### config.mk
export PLATFORM = sky130hd
export DESIGN_NAME = alu_acc_seq
export DESIGN_NICKNAME = d
export VERILOG_FILES = /design/src/rtl/alu_acc_pkg.sv /design/src/rtl/alu_acc_comb.sv /design/src/rtl/alu_acc_seq.sv
export SDC_FILE = /design/constraint.sdc
export NUM_CORES = 1
export LEC_CHECK = 0
export ABC_AREA = 1
export ABC_CLOCK_PERIOD_IN_PS = 3900
export CAP_MARGIN = 20
export CORE_MARGIN = 2
export CORE_UTILIZATION = 50
export DETAILED_ROUTE_END_ITERATION = 16
export GPL_ROUTABILITY_DRIVEN = 0
export PLACE_DENSITY = 0.74
export SLEW_MARGIN = 10
export SYNTH_ARGS = -nofsm -noshare
export SYNTH_HDL_FRONTEND = slang
export SYNTH_SLANG_ARGS = --single-unit
### constraint.sdc
create_clock -name clk -period 3.9 [get_ports clk]
set_input_delay 0.585 -clock clk [delete_from_list [all_inputs] [get_ports clk]]
set_output_delay 0.585 -clock clk [all_outputs]
set_load 0.02 [all_outputs]
### src/rtl/alu_acc_pkg.sv
// Shared types for the accumulator ALU: opcodes and sequencer states.
package alu_acc_pkg;

  localparam int OP_W = 4;

  typedef enum logic [OP_W-1:0] {
    OP_NOP = 4'b0000,
    OP_ADD = 4'b0010,
    OP_AND = 4'b0011,
    OP_XOR = 4'b0100,
    OP_LDA = 4'b0101,
    OP_SUB = 4'b1000,
    OP_SHL = 4'b1001,
    OP_SHR = 4'b1010,
    OP_MUL = 4'b1011
  } opcode_t;

  typedef enum logic [1:0] {
    ST_IDLE,
    ST_SHIFT,
    ST_MUL
  } state_t;

endpackage

### src/rtl/alu_acc_comb.sv
// Single-cycle datapath: ADD/AND/XOR/LDA/SUB; anything else passes acc through.
module alu_acc_comb
  import alu_acc_pkg::*;
#(
  parameter int WIDTH = 8
) (
  input  logic [WIDTH-1:0] acc,
  input  logic [WIDTH-1:0] operand,
  input  logic [OP_W-1:0]  opcode,
  input  logic             carry,
  output logic [WIDTH-1:0] result,
  output logic             carry_next
);

  logic [WIDTH:0] add_w;
  logic [WIDTH:0] sub_w;

  assign add_w = {1'b0, acc} + {1'b0, operand};
  // Top bit of the widened difference is the borrow.
  assign sub_w = {1'b0, acc} - {1'b0, operand};

  always_comb begin
    result     = acc;
    carry_next = carry;
    unique case (1'b1)
      opcode == OP_ADD: begin
        result     = add_w[WIDTH-1:0];
        carry_next = add_w[WIDTH];
      end
      opcode == OP_AND: result = acc & operand;
      opcode == OP_XOR: result = acc ^ operand;
      opcode == OP_LDA: result = operand;
      opcode == OP_SUB: begin
        result     = sub_w[WIDTH-1:0];
        carry_next = sub_w[WIDTH];
      end
      default: ;
    endcase
  end

endmodule

### src/rtl/alu_acc_seq.sv
// Accumulator ALU with handshake and iterative shift sequencer.
// Define ALU_ACC_MUL_EN to build the iterative shift-add multiplier.
module alu_acc_seq
  import alu_acc_pkg::*;
#(
  parameter int WIDTH = 8
) (
  input  logic             clk,
  input  logic             rst,
  input  logic             in_valid,
  output logic             in_ready,
  input  logic [OP_W-1:0]  opcode,
  input  logic [WIDTH-1:0] operand,
  output logic [WIDTH-1:0] acc_out,
  output logic             zero,
  output logic             carry,
  output logic             busy,
  output logic             done
);

  localparam int SH_W  = $clog2(WIDTH);
  localparam int CNT_W = $clog2(WIDTH + 1);

  state_t             state;
  logic [CNT_W-1:0]   cnt;
  logic               shl_dir;
  logic [WIDTH-1:0]   result;
  logic               carry_next;
  logic [SH_W-1:0]    amt;
  logic               accept;
  logic               is_shift;

  alu_acc_comb #(.WIDTH(WIDTH)) u_comb (
    .acc        (acc_out),
    .operand    (operand),
    .opcode     (opcode),
    .carry      (carry),
    .result     (result),
    .carry_next (carry_next)
  );

  assign amt      = operand[SH_W-1:0];
  assign in_ready = (state == ST_IDLE);
  assign busy     = ~in_ready;
  assign zero     = (acc_out == '0);
  assign accept   = in_valid & in_ready;
  assign is_shift = (opcode == OP_SHL || opcode == OP_SHR)
                    && (amt != '0);

`ifdef ALU_ACC_MUL_EN
  logic [2*WIDTH-1:0] prod;
  logic [WIDTH-1:0]   mcand;
  logic [WIDTH:0]     psum;
  logic [2*WIDTH-1:0] prod_nxt;

  // Multiplier sits in prod's low half and retires one bit per step.
  assign psum = {1'b0, prod[2*WIDTH-1:WIDTH]}
              + (prod[0] ? {1'b0, mcand} : '0);
  assign prod_nxt = {psum, prod[WIDTH-1:1]};
`endif

  always_ff @(posedge clk or posedge rst) begin
    if (rst) begin
      state   <= ST_IDLE;
      cnt     <= '0;
      shl_dir <= 1'b0;
      acc_out <= '0;
      carry   <= 1'b0;
      done    <= 1'b0;
`ifdef ALU_ACC_MUL_EN
      prod    <= '0;
      mcand   <= '0;
`endif
    end else begin
      done <= 1'b0;
      case (state)
        ST_IDLE: begin
          if (accept) begin
            if (is_shift) begin
              state   <= ST_SHIFT;
              cnt     <= CNT_W'(amt);
              shl_dir <= (opcode == OP_SHL);
            end
`ifdef ALU_ACC_MUL_EN
            else if (opcode == OP_MUL) begin
              state <= ST_MUL;
              cnt   <= CNT_W'(WIDTH);
              prod  <= {{WIDTH{1'b0}}, acc_out};
              mcand <= operand;
            end
`endif
            else begin
              acc_out <= result;
              carry   <= carry_next;
              done    <= 1'b1;
            end
          end
        end
        ST_SHIFT: begin
          if (shl_dir) begin
            acc_out <= {acc_out[WIDTH-2:0], 1'b0};
            carry   <= acc_out[WIDTH-1];
          end else begin
            acc_out <= {1'b0, acc_out[WIDTH-1:1]};
            carry   <= acc_out[0];
          end
          cnt <= cnt - CNT_W'(1);
          if (cnt == CNT_W'(1)) begin
            state <= ST_IDLE;
            done  <= 1'b1;
          end
        end
`ifdef ALU_ACC_MUL_EN
        ST_MUL: begin
          prod <= prod_nxt;
          cnt  <= cnt - CNT_W'(1);
          if (cnt == CNT_W'(1)) begin
            acc_out <= prod_nxt[WIDTH-1:0];
            carry   <= |prod_nxt[2*WIDTH-1:WIDTH];
            state   <= ST_IDLE;
            done    <= 1'b1;
          end
        end
`endif
        default: state <= ST_IDLE;
      endcase
    end
  end

endmodule

== Word level (Yosys, flattened, before mapping) ==
Index checks and enable logic that the tools add are counted.

* Register bits after elaboration: 17
* Bits in latches: 0
* Memory bits (writable): 0
* Bits in read-only memories: 0
* Bits of input ports: 15
* Output and inout port bits: 13
* Word-level logic and storage cells: 60
* Memories kept: 0

* Add/sub/neg operators: 3
* Multipliers: 0
* Div/mod/pow operators: 0
* Order comparisons: 0
* Equality and inequality tests: 15
* Shifts and indexed selects: 0
* Mux-type cells: 21
* Bitwise operators: 4
* Reduce and logical (&&, ||, !) cells: 11

{| class="wikitable"
|+ Operator list
! kind !! number
|-
| $pmux 8 s5 || 1
|-
| $mux 8 || 3
|-
| $pmux 8 s2 || 1
|-
| $eq 4x4->1 const B || 3
|-
| $add 8x8->9 || 1
|-
| $reduce_and 3->1 || 3
|-
| $sub 8x8->9 || 1
|-
| $and 8x8->8 || 1
|-
| $eq 4x2->1 const B || 2
|-
| $eq 4x3->1 const B || 2
|-
| $logic_not 8->1 || 1
|-
| $mux 4 || 2
|-
| $pmux 4 s2 || 1
|-
| $reduce_and 4->1 || 2
|-
| $xor 8x8->8 || 1
|-
| $mux 1 || 6
|-
| $mux 2 || 3
|-
| $ne 6x1->1 const B || 1
|-
| $pmux 1 s2 || 3
|-
| $eq 4x1->1 const B || 1
|-
| $ne 2x1->1 const B || 2
|-
| $ne 2x2->1 const B || 2
|-
| $pmux 2 s2 || 1
|-
| $sub 4x1->4 const B || 1
|-
| other kinds (9) || 9
|}

== Logic depth before layout (Yosys ltp) ==
Gate-level depths: netlist (run 1).

* Depth after elaboration: 6
* Mapped depth: 14
* Depth with buffers taken out: 13

== Hierarchy ==
From an unflattened synthesis (run 1), not the netlist that was laid out.

* Cells, all modules: 384
* Area, all modules: 2,346.0 µm²

{| class="wikitable"
|+ By module, submodules not included
! module !! instances !! cells an instance !! area an instance (µm²) !! seq. area each (µm²)
|-
| alu_acc_comb || 1 || 227 || 1,218.7 || 0.0
|-
| alu_acc_seq || 1 || 157 || 1,127.3 || 400.4
|}

== Worst setup path after synthesis (run 1) ==
No wires, ideal clock.

* Path type: input to register
* From: in operand[0]
* To: reg carry
* Setup time: 77 ps
* Arrival time: 1,853 ps
* Required time: 3,823 ps
* Setup slack: 1,970 ps
* Cell stages on the path: 12
* Buffers on the path: 0
* Cells stage by stage: ha_1 inv_1 fa_1 inv_1 nand4_1 nand3_1 nand3_1 nand2_1 nand2_1 nand2_1 nand2_1 a21oi_1

* Longest elaborated chain between the ends: 5
* Elaborated cells between the ends (all ways): 10
* Classes of those cells: add/sub: 2; eq/ne: 1; mux: 4; reduce/logical: 3

{| class="wikitable"
|+ RTL lines
! item !! RTL line !! text
|-
| start, declared || alu_acc_seq.sv:13 || <nowiki>input logic [WIDTH-1:0] operand,</nowiki>
|-
| $sub 8x8->9 or $add 8x8->9 (tied branches) || alu_acc_comb.sv:20, alu_acc_comb.sv:18 ||
|-
| $pmux 1 s2 || alu_acc_comb.sv:25 || <nowiki>unique case (1'b1)</nowiki>
|-
| $mux 1 || alu_acc_seq.sv:79 || <nowiki>if (is_shift) begin</nowiki>
|-
| $mux 1 || alu_acc_seq.sv:78 || <nowiki>if (accept) begin</nowiki>
|-
| $pmux 1 s2 || alu_acc_seq.sv:76 || <nowiki>case (state)</nowiki>
|-
| end signal, assigned || alu_acc_seq.sv:94 || <nowiki>carry <= carry_next;</nowiki>
|-
| end signal, assigned || alu_acc_seq.sv:102 || <nowiki>carry <= acc_out[WIDTH-1];</nowiki>
|-
| end signal, assigned || alu_acc_seq.sv:105 || <nowiki>carry <= acc_out[0];</nowiki>
|-
| end, declared || alu_acc_seq.sv:16 || <nowiki>output logic carry,</nowiki>
|}

Parallel ways exist; a longest one is shown, timed or not. The select of a mux whose other input is x is not followed.
A chain may end at the register's enable or synchronous reset.

== Worst setup path in the final report (run 1) ==
* From: reg state[0]
* To: out in_ready

* Longest elaborated chain between the ends: 1

{| class="wikitable"
|+ RTL lines
! item !! RTL line !! text
|-
| start, declared || alu_acc_seq.sv:24 || <nowiki>state_t state;</nowiki>
|-
| start signal, assigned || alu_acc_seq.sv:64 || <nowiki>state <= ST_IDLE;</nowiki>
|-
| start signal, assigned || alu_acc_seq.sv:80 || <nowiki>state <= ST_SHIFT;</nowiki>
|-
| start signal, assigned || alu_acc_seq.sv:109 || <nowiki>state <= ST_IDLE;</nowiki>
|-
| $logic_not 2->1 || alu_acc_seq.sv:43 || <nowiki>assign in_ready = (state == ST_IDLE);</nowiki>
|-
| end, declared || alu_acc_seq.sv:11 || <nowiki>output logic in_ready,</nowiki>
|}

No other way between the ends.

==> results.cfg, run 1 <==
[status]
status = finished clean

[routing]
wl_per_cell_um = 13.98
drc_errors = 0
drtAntennaViolNets = 0
num_vias = 2095
top_layer_used = met4
wl_met1_mm = 2.416
drtIter0Drc = 131
wl_met3_um = 299
dr.pass1.iters = 5
dr_wl_met2_mm = 2.320
viasPerCell = 5.662
drt-total-wl_mm = 5.173

[floorplan]
dieArea_sq_um = 4518
die_y_um = 67.22
core_area_sq_um = 3744
io_pins = 28
num_rows = 22
start_util_pct = 53.38
die_w_um = 67.22

[clock_network]
htree_levels = 1
worstSkewPairLatency_ns = 0.26
cts_tree = yes
clkTransAtPathRegs_ns = 0.07
clkSinkCount = 16
post_cts_buffers = 0
numCtsBuffers = 3
cts_max_path_buffers = 2
cts-resized-gates = 0
holdBufCountCts = 0
root_buffer = clkbuf_8

[setup_path]
cp.arrival_ns = 1.92
required_ns = 3.31
worstReg2RegStart = acc_out[1]
r2r_cells = 11
reg2reg_slack_ns = 1.84
worstSetupStartpointType = flip-flop
path_max_fanout = 13
r2r-end = carry
crit_type = flip-flop to output pin
endpoint_kind = output pin

[logic_synthesis]
ys_warn_count = 0
yosys.cell_types.count = 34
avgSynthCellArea_sq_um = 6.683
syn-num-nets = 334
synth_cells = 299
yosysSeqAreaShare_pct = 20.04
synth_area_sq_um = 1998
yosys_register_bits = 16

[timing]
finalSetupTns_ns = 0
rsz0062_at_grt = no
hold_slack_ns = 0.5186
layout_min_cycle_time_ns = 2.502
setup_viol = 0
finalHoldViolations = 0
fin_crit_sh_pct = 64.16
tightest_slew_ns = 0.6386
fmax_mhz = 399.6
fin_worst_skew_ns = 0.008715
maxSlewHeadroom_pct = 57.38
final_max_slew_viol_count = 0

[placement]
port_buffers = 27
dp_hpwl_mm = 4.094

[power]
power_mw = 1.790
powerDensity_nw_per_um2 = 769.4
p_leak_nw = 1.181
ir_worst_vdd_uv = 502.5

[finish]
antennaDiodeCount = 0
layout-drive-gt1-share_pct = 9.006
layout_common_cells = 56 x inv_1, 55 x nand2_1, 31 x nand3_1, 27 x clkdlybuf4s50_1, 25 x nor2_1
regArea_sq_um = 400.4
fillCellCount = 380
final_util_pct = 62.17
area_growth_pct = 16.47
multi_input_area_sq_um = 1328
final_common_cell = inv_1
fin_nets = 358

[global_route]
grt_start_max_net_pins = 17
track_usage_pct = 24.89
grt_pass1_wl_mm = 8.611
antenna_found_initial = 0
gr-total-overflow = 0
grt_pass1_vias = 1928

[worst_hold_path]
hold_path_class = flip-flop to flip-flop
min_path_cells = 1
worstHoldEndpoint = cnt[3]
worstHoldStart = cnt[3]

[run]
maxCapViolations = 0
==> kinds of logic (layout without fill, tap and decap cells) <==
family          Yosys count  count (layout)  share of synthesized area, %
simple gates            141             141                         33.81
buf+inv                  65              88                         13.52
compound gates           51              51                         16.59
fa+ha+maj                20              20                         13.28
flops                    16              16                         20.04
xor+xnor                  5               5                         2.192
mux                       1               1                        0.5635
==> cells in the mapped netlist <==
library cell	count	area share, %
nand3_1	31	7.8
a221oi_1	2	0.88
and2_1	1	0.31
nor3_1	2	0.50
a31oi_1	2	0.63
inv_2	1	0.19
a22oi_1	1	0.38
ha_1	18	11
buf_4	1	0.38
mux2_2	1	0.56
o22ai_1	16	5.0
o31ai_1	1	0.38
inv_1	56	11
nand2_1	55	10
nand2_2	3	0.94
nor2_2	8	2.5
a21oi_1	16	4.0
nand3b_1	1	0.38
nand4_1	10	3.1
buf_2	5	1.3
nor2_8	1	1.0
dfrtp_1	16	20
nor2_1	25	4.7
a22oi_2	3	1.9
xor2_1	3	1.3
buf_12	1	1.0
xnor2_1	2	0.88
o21ai_0	5	1.3
a31o_2	1	0.44
o2bb2ai_1	1	0.44
fa_1	2	2.0
nand2_4	4	2.3
a21oi_2	3	1.3
clkbuf_1	1	0.19
==> per-layer routing <==
| layer | vias up | global-route usage (%) |
|---|---|---|
| li1 | 1039 | - |
| met1 | 954 | 33.40 |
| met2 | 89 | 41.34 |
| met3 | 13 | 2.167 |
| met4 | 0 | 9.949 |
| met5 | - | 0 |
==> final cells by class <==
class | instances | area share (%)
sequential | 16 | 17.20
inverter | 57 | 9.194
timing repair buffer | 27 | 11.61
multi-input combinational | 218 | 57.04
clock buffer | 4 | 2.366
tap | 48 | 2.581
==> how the worst max path moves through the flow <==
stage / start / endpoint / cells past startpoint
3_5_place_dp: operand[2] / acc_out[7] / 13
6_report: state[0] / in_ready / 2
2_1_floorplan: operand[0] / carry / 12
4_1_cts: state[0] / in_ready / 2
3_3_place_gp: operand[0] / carry / 13
5_1_grt: operand[2] / acc_out[7] / 13
==> worst max-delay path, cell delays in order, from the launching register on <==
cell and delay (ns):
dfrtp_1 0.54, inv_1 0.41, clkdlybuf4s50_1 0.69
==> per-stage QoR <==
step                      setup slack, ns  cells  instance area [sq um]
after global routing                1.231    370                   2327
final                               1.398    370                   2327
after detailed placement            1.172    366                   2272
after floorplan                     1.970    299                   1998
after global placement              1.190    366                   2272
after CTS                           1.380    370                   2327
==> registers in the layout (all words and copies together) (netlist names) <==
signal   cells
cnt          4
done         1
acc_out      8
state        1
shl_dir      1
carry        1
==> report_power, final <==
part / switching [mW] / leakage, nW / total (mW) / internal (mW)
combinational: 0.774 / 0.964 / 1.28 / 0.507
clock: 0.0645 / 0.0288 / 0.154 / 0.0899
sequential: 0.105 / 0.188 / 0.355 / 0.250
Power figures use the tool's default switching activity.
==> run 2, diff against run 1 <==
Settings changed: ABC_CLOCK_PERIOD_IN_PS 3900 to 2100, PLACE_DENSITY 0.74 to 0.77.
Clock period 3.9 ns to 2.1 ns, I/O delays scaled along.
==> run 2 against run 1 <==
Net effect:
- global-route usage increased by 2.0 points
- flip-flop and latch count unchanged
- via count increased by 3.1%
- critical endpoint is now acc_out[6]
- largest power group unchanged
- hold slack got worse by 0.092 ns
==> results.cfg, run 2 (synthesis results as in run 1) <==
[status]
status = finished clean

[timing]
tightest_slew_ns = 0.6123
fin_crit_sh_pct = 93.19
fmax_mhz = 511.0
layout_min_cycle_time_ns = 1.957
layout_setup_ws_ns = 0.1430
finalHoldViolations = 0
maxSlewHeadroom_pct = 59.13
setup_viol = 0
rsz0062_at_grt = yes
fin_worst_skew_ns = 0.0008727
final_max_slew_viol_count = 0

[finish]
layout-drive-gt1-share_pct = 18.52
layout_common_cells = 55 x inv_1, 55 x nand2_1, 30 x nand3_1, 28 x buf_4
fin_nets = 387
fillCellCount = 332
regArea_sq_um = 400.4
stdcell_count = 399
top_register = acc_out
reg_top3 = acc_out x8, cnt x4
largest_reg_flops = 8
multi_input_area_sq_um = 1356
antennaDiodeCount = 0
area_growth_pct = 29.68
final_util_pct = 69.22

[routing]
dr.pass1.iters = 4
drc_errors = 0
wl_per_cell_um = 13.50
drtIter0Drc = 173
drt-total-wl_mm = 5.387
viasPerCell = 5.411
drtAntennaViolNets = 0
num_vias = 2159

[setup_path]
slowest_delay_ns = 0.48
cp_num_buf_inv = 3
cp.arrival_ns = 2.15
path_max_fanout = 5
required_ns = 2.29
worstSetupStartpointType = primary input
reg2reg_slack_ns = 0.15
endpoint_kind = flip-flop
slowest_stage = clkdlybuf4s50_1
crit_type = primary input to flip-flop
crit_chain = clkdlybuf4s50_1 -> inv_1 -> ha_1 -> buf_4 -> nand3_1 -> nand3_1 -> nand2_1 -> nand2_1 -> nand2_1 -> nand3_1 -> nand3_1 -> nand2_1 -> a21oi_2
path_delay_family = buffers and inverters

[clock_network]
holdBufCountCts = 0
root_buffer = clkbuf_8
htree_levels = 1
clkTransAtPathRegs_ns = 0.06
post_cts_buffers = 0
cts_max_path_buffers = 2
cts_tree = yes
worstSkewPairLatency_ns = 0.25
numCtsBuffers = 3
clkSinkCount = 16

[global_route]
grt_pass1_wl_mm = 9.287
antenna_found_initial = 0
grt_pass1_vias = 2124
track_usage_pct = 26.90
gr-total-overflow = 0
grt_start_max_net_pins = 17

[floorplan]
start_util_pct = 53.38
die_w_um = 67.22
num_rows = 22
core_area_sq_um = 3744
dieArea_sq_um = 4518
die_y_um = 67.22
io_pins = 28

[power]
p_leak_nw = 1.350
powerDensity_nw_per_um2 = 1402
power_mw = 3.633
ir_worst_vdd_uv = 773.6

[placement]
dp_cells = 395
dp_slack_ns = -0.2154
port_buffers = 27
dp_hpwl_mm = 4.368

[run]
maxCapViolations = 0

[worst_hold_path]
hold_path_class = primary input to async pin
==> run 2: cell count changes in the layout (fill, tap and decap cells not counted), sizes merged <==
cell	delta
dlymetal6s2s	+2
buf	+29
clkdlybuf4s50	-2
==> run 2: area by class of cell <==
| class | instances | area share (%) |
|---|---|---|
| sequential | 16 | 15.45 |
| timing repair buffer | 56 | 19.51 |
| inverter | 57 | 8.257 |
| tap | 48 | 2.318 |
| multi-input combinational | 218 | 52.34 |
| clock buffer | 4 | 2.125 |
==> run 2: stage by stage <==
| step | area (sq um) | hold slack [ns] | TNS (ns) |
|---|---|---|---|
| finish | 2591 | 0.4266 | 0 |
| global route | 2591 | 0.4537 | -0.007633 |
| CTS | 2557 | 0.4576 | 0 |
| detailed placement | 2502 | 0.4931 | -1.052 |
| global placement | 2502 | 0.4837 | -0.7198 |
| floorplan | 1998 | 0.2287 | 0 |
==> run 2: path summary, 6_finish.rpt <==
kind | from | end | cells after the start
worst max-delay path | operand[2] | acc_out[6] | 13
worst min-delay path | rst | shl_dir | 2
worst max register to register | acc_out[0] | acc_out[6] | 12
worst min register to register | cnt[3] | cnt[3] | 1
max in group asynchronous | rst | done | 2
min in group clk | operand[0] | cnt[0] | 3
==> run 2: where the power goes <==
| part | leakage, nW | internal (mW) | switching (mW) |
|---|---|---|---|
| clock network | 0.0288 | 0.167 | 0.113 |
| registers | 0.188 | 0.464 | 0.215 |
| logic | 1.13 | 1.18 | 1.49 |
==> run 2: metal layers <==
layer	share of wire (%)	GRT usage, %	vias up
met5	0	0	-
met4	1.1	8.673	0
met3	5.8	1.500	7
met2	49	47.03	79
met1	44	35.52	981
li1	-	-	1092
==> run 2: repair_timing <==
item / 4_1_cts / 5_1_grt
endpoints found under the setup margin: 1 / 6
resized for setup: 1 / 10
pin swaps: 0 / 0
endpoints found under the hold margin: 0 / 0
==> run 2: worst reg2reg max path, stage by stage, from the launching register on <==
cell and delay (ns):
dfrtp_1 0.39, inv_1 0.08, ha_1 0.21, fa_1 0.40, inv_1 0.07, nand3_1 0.08, nand3_1 0.14, nand2_1 0.09
nand3_1 0.08, nand3_1 0.08, nand3_1 0.10, nand2_1 0.06, a21oi_2 0.10
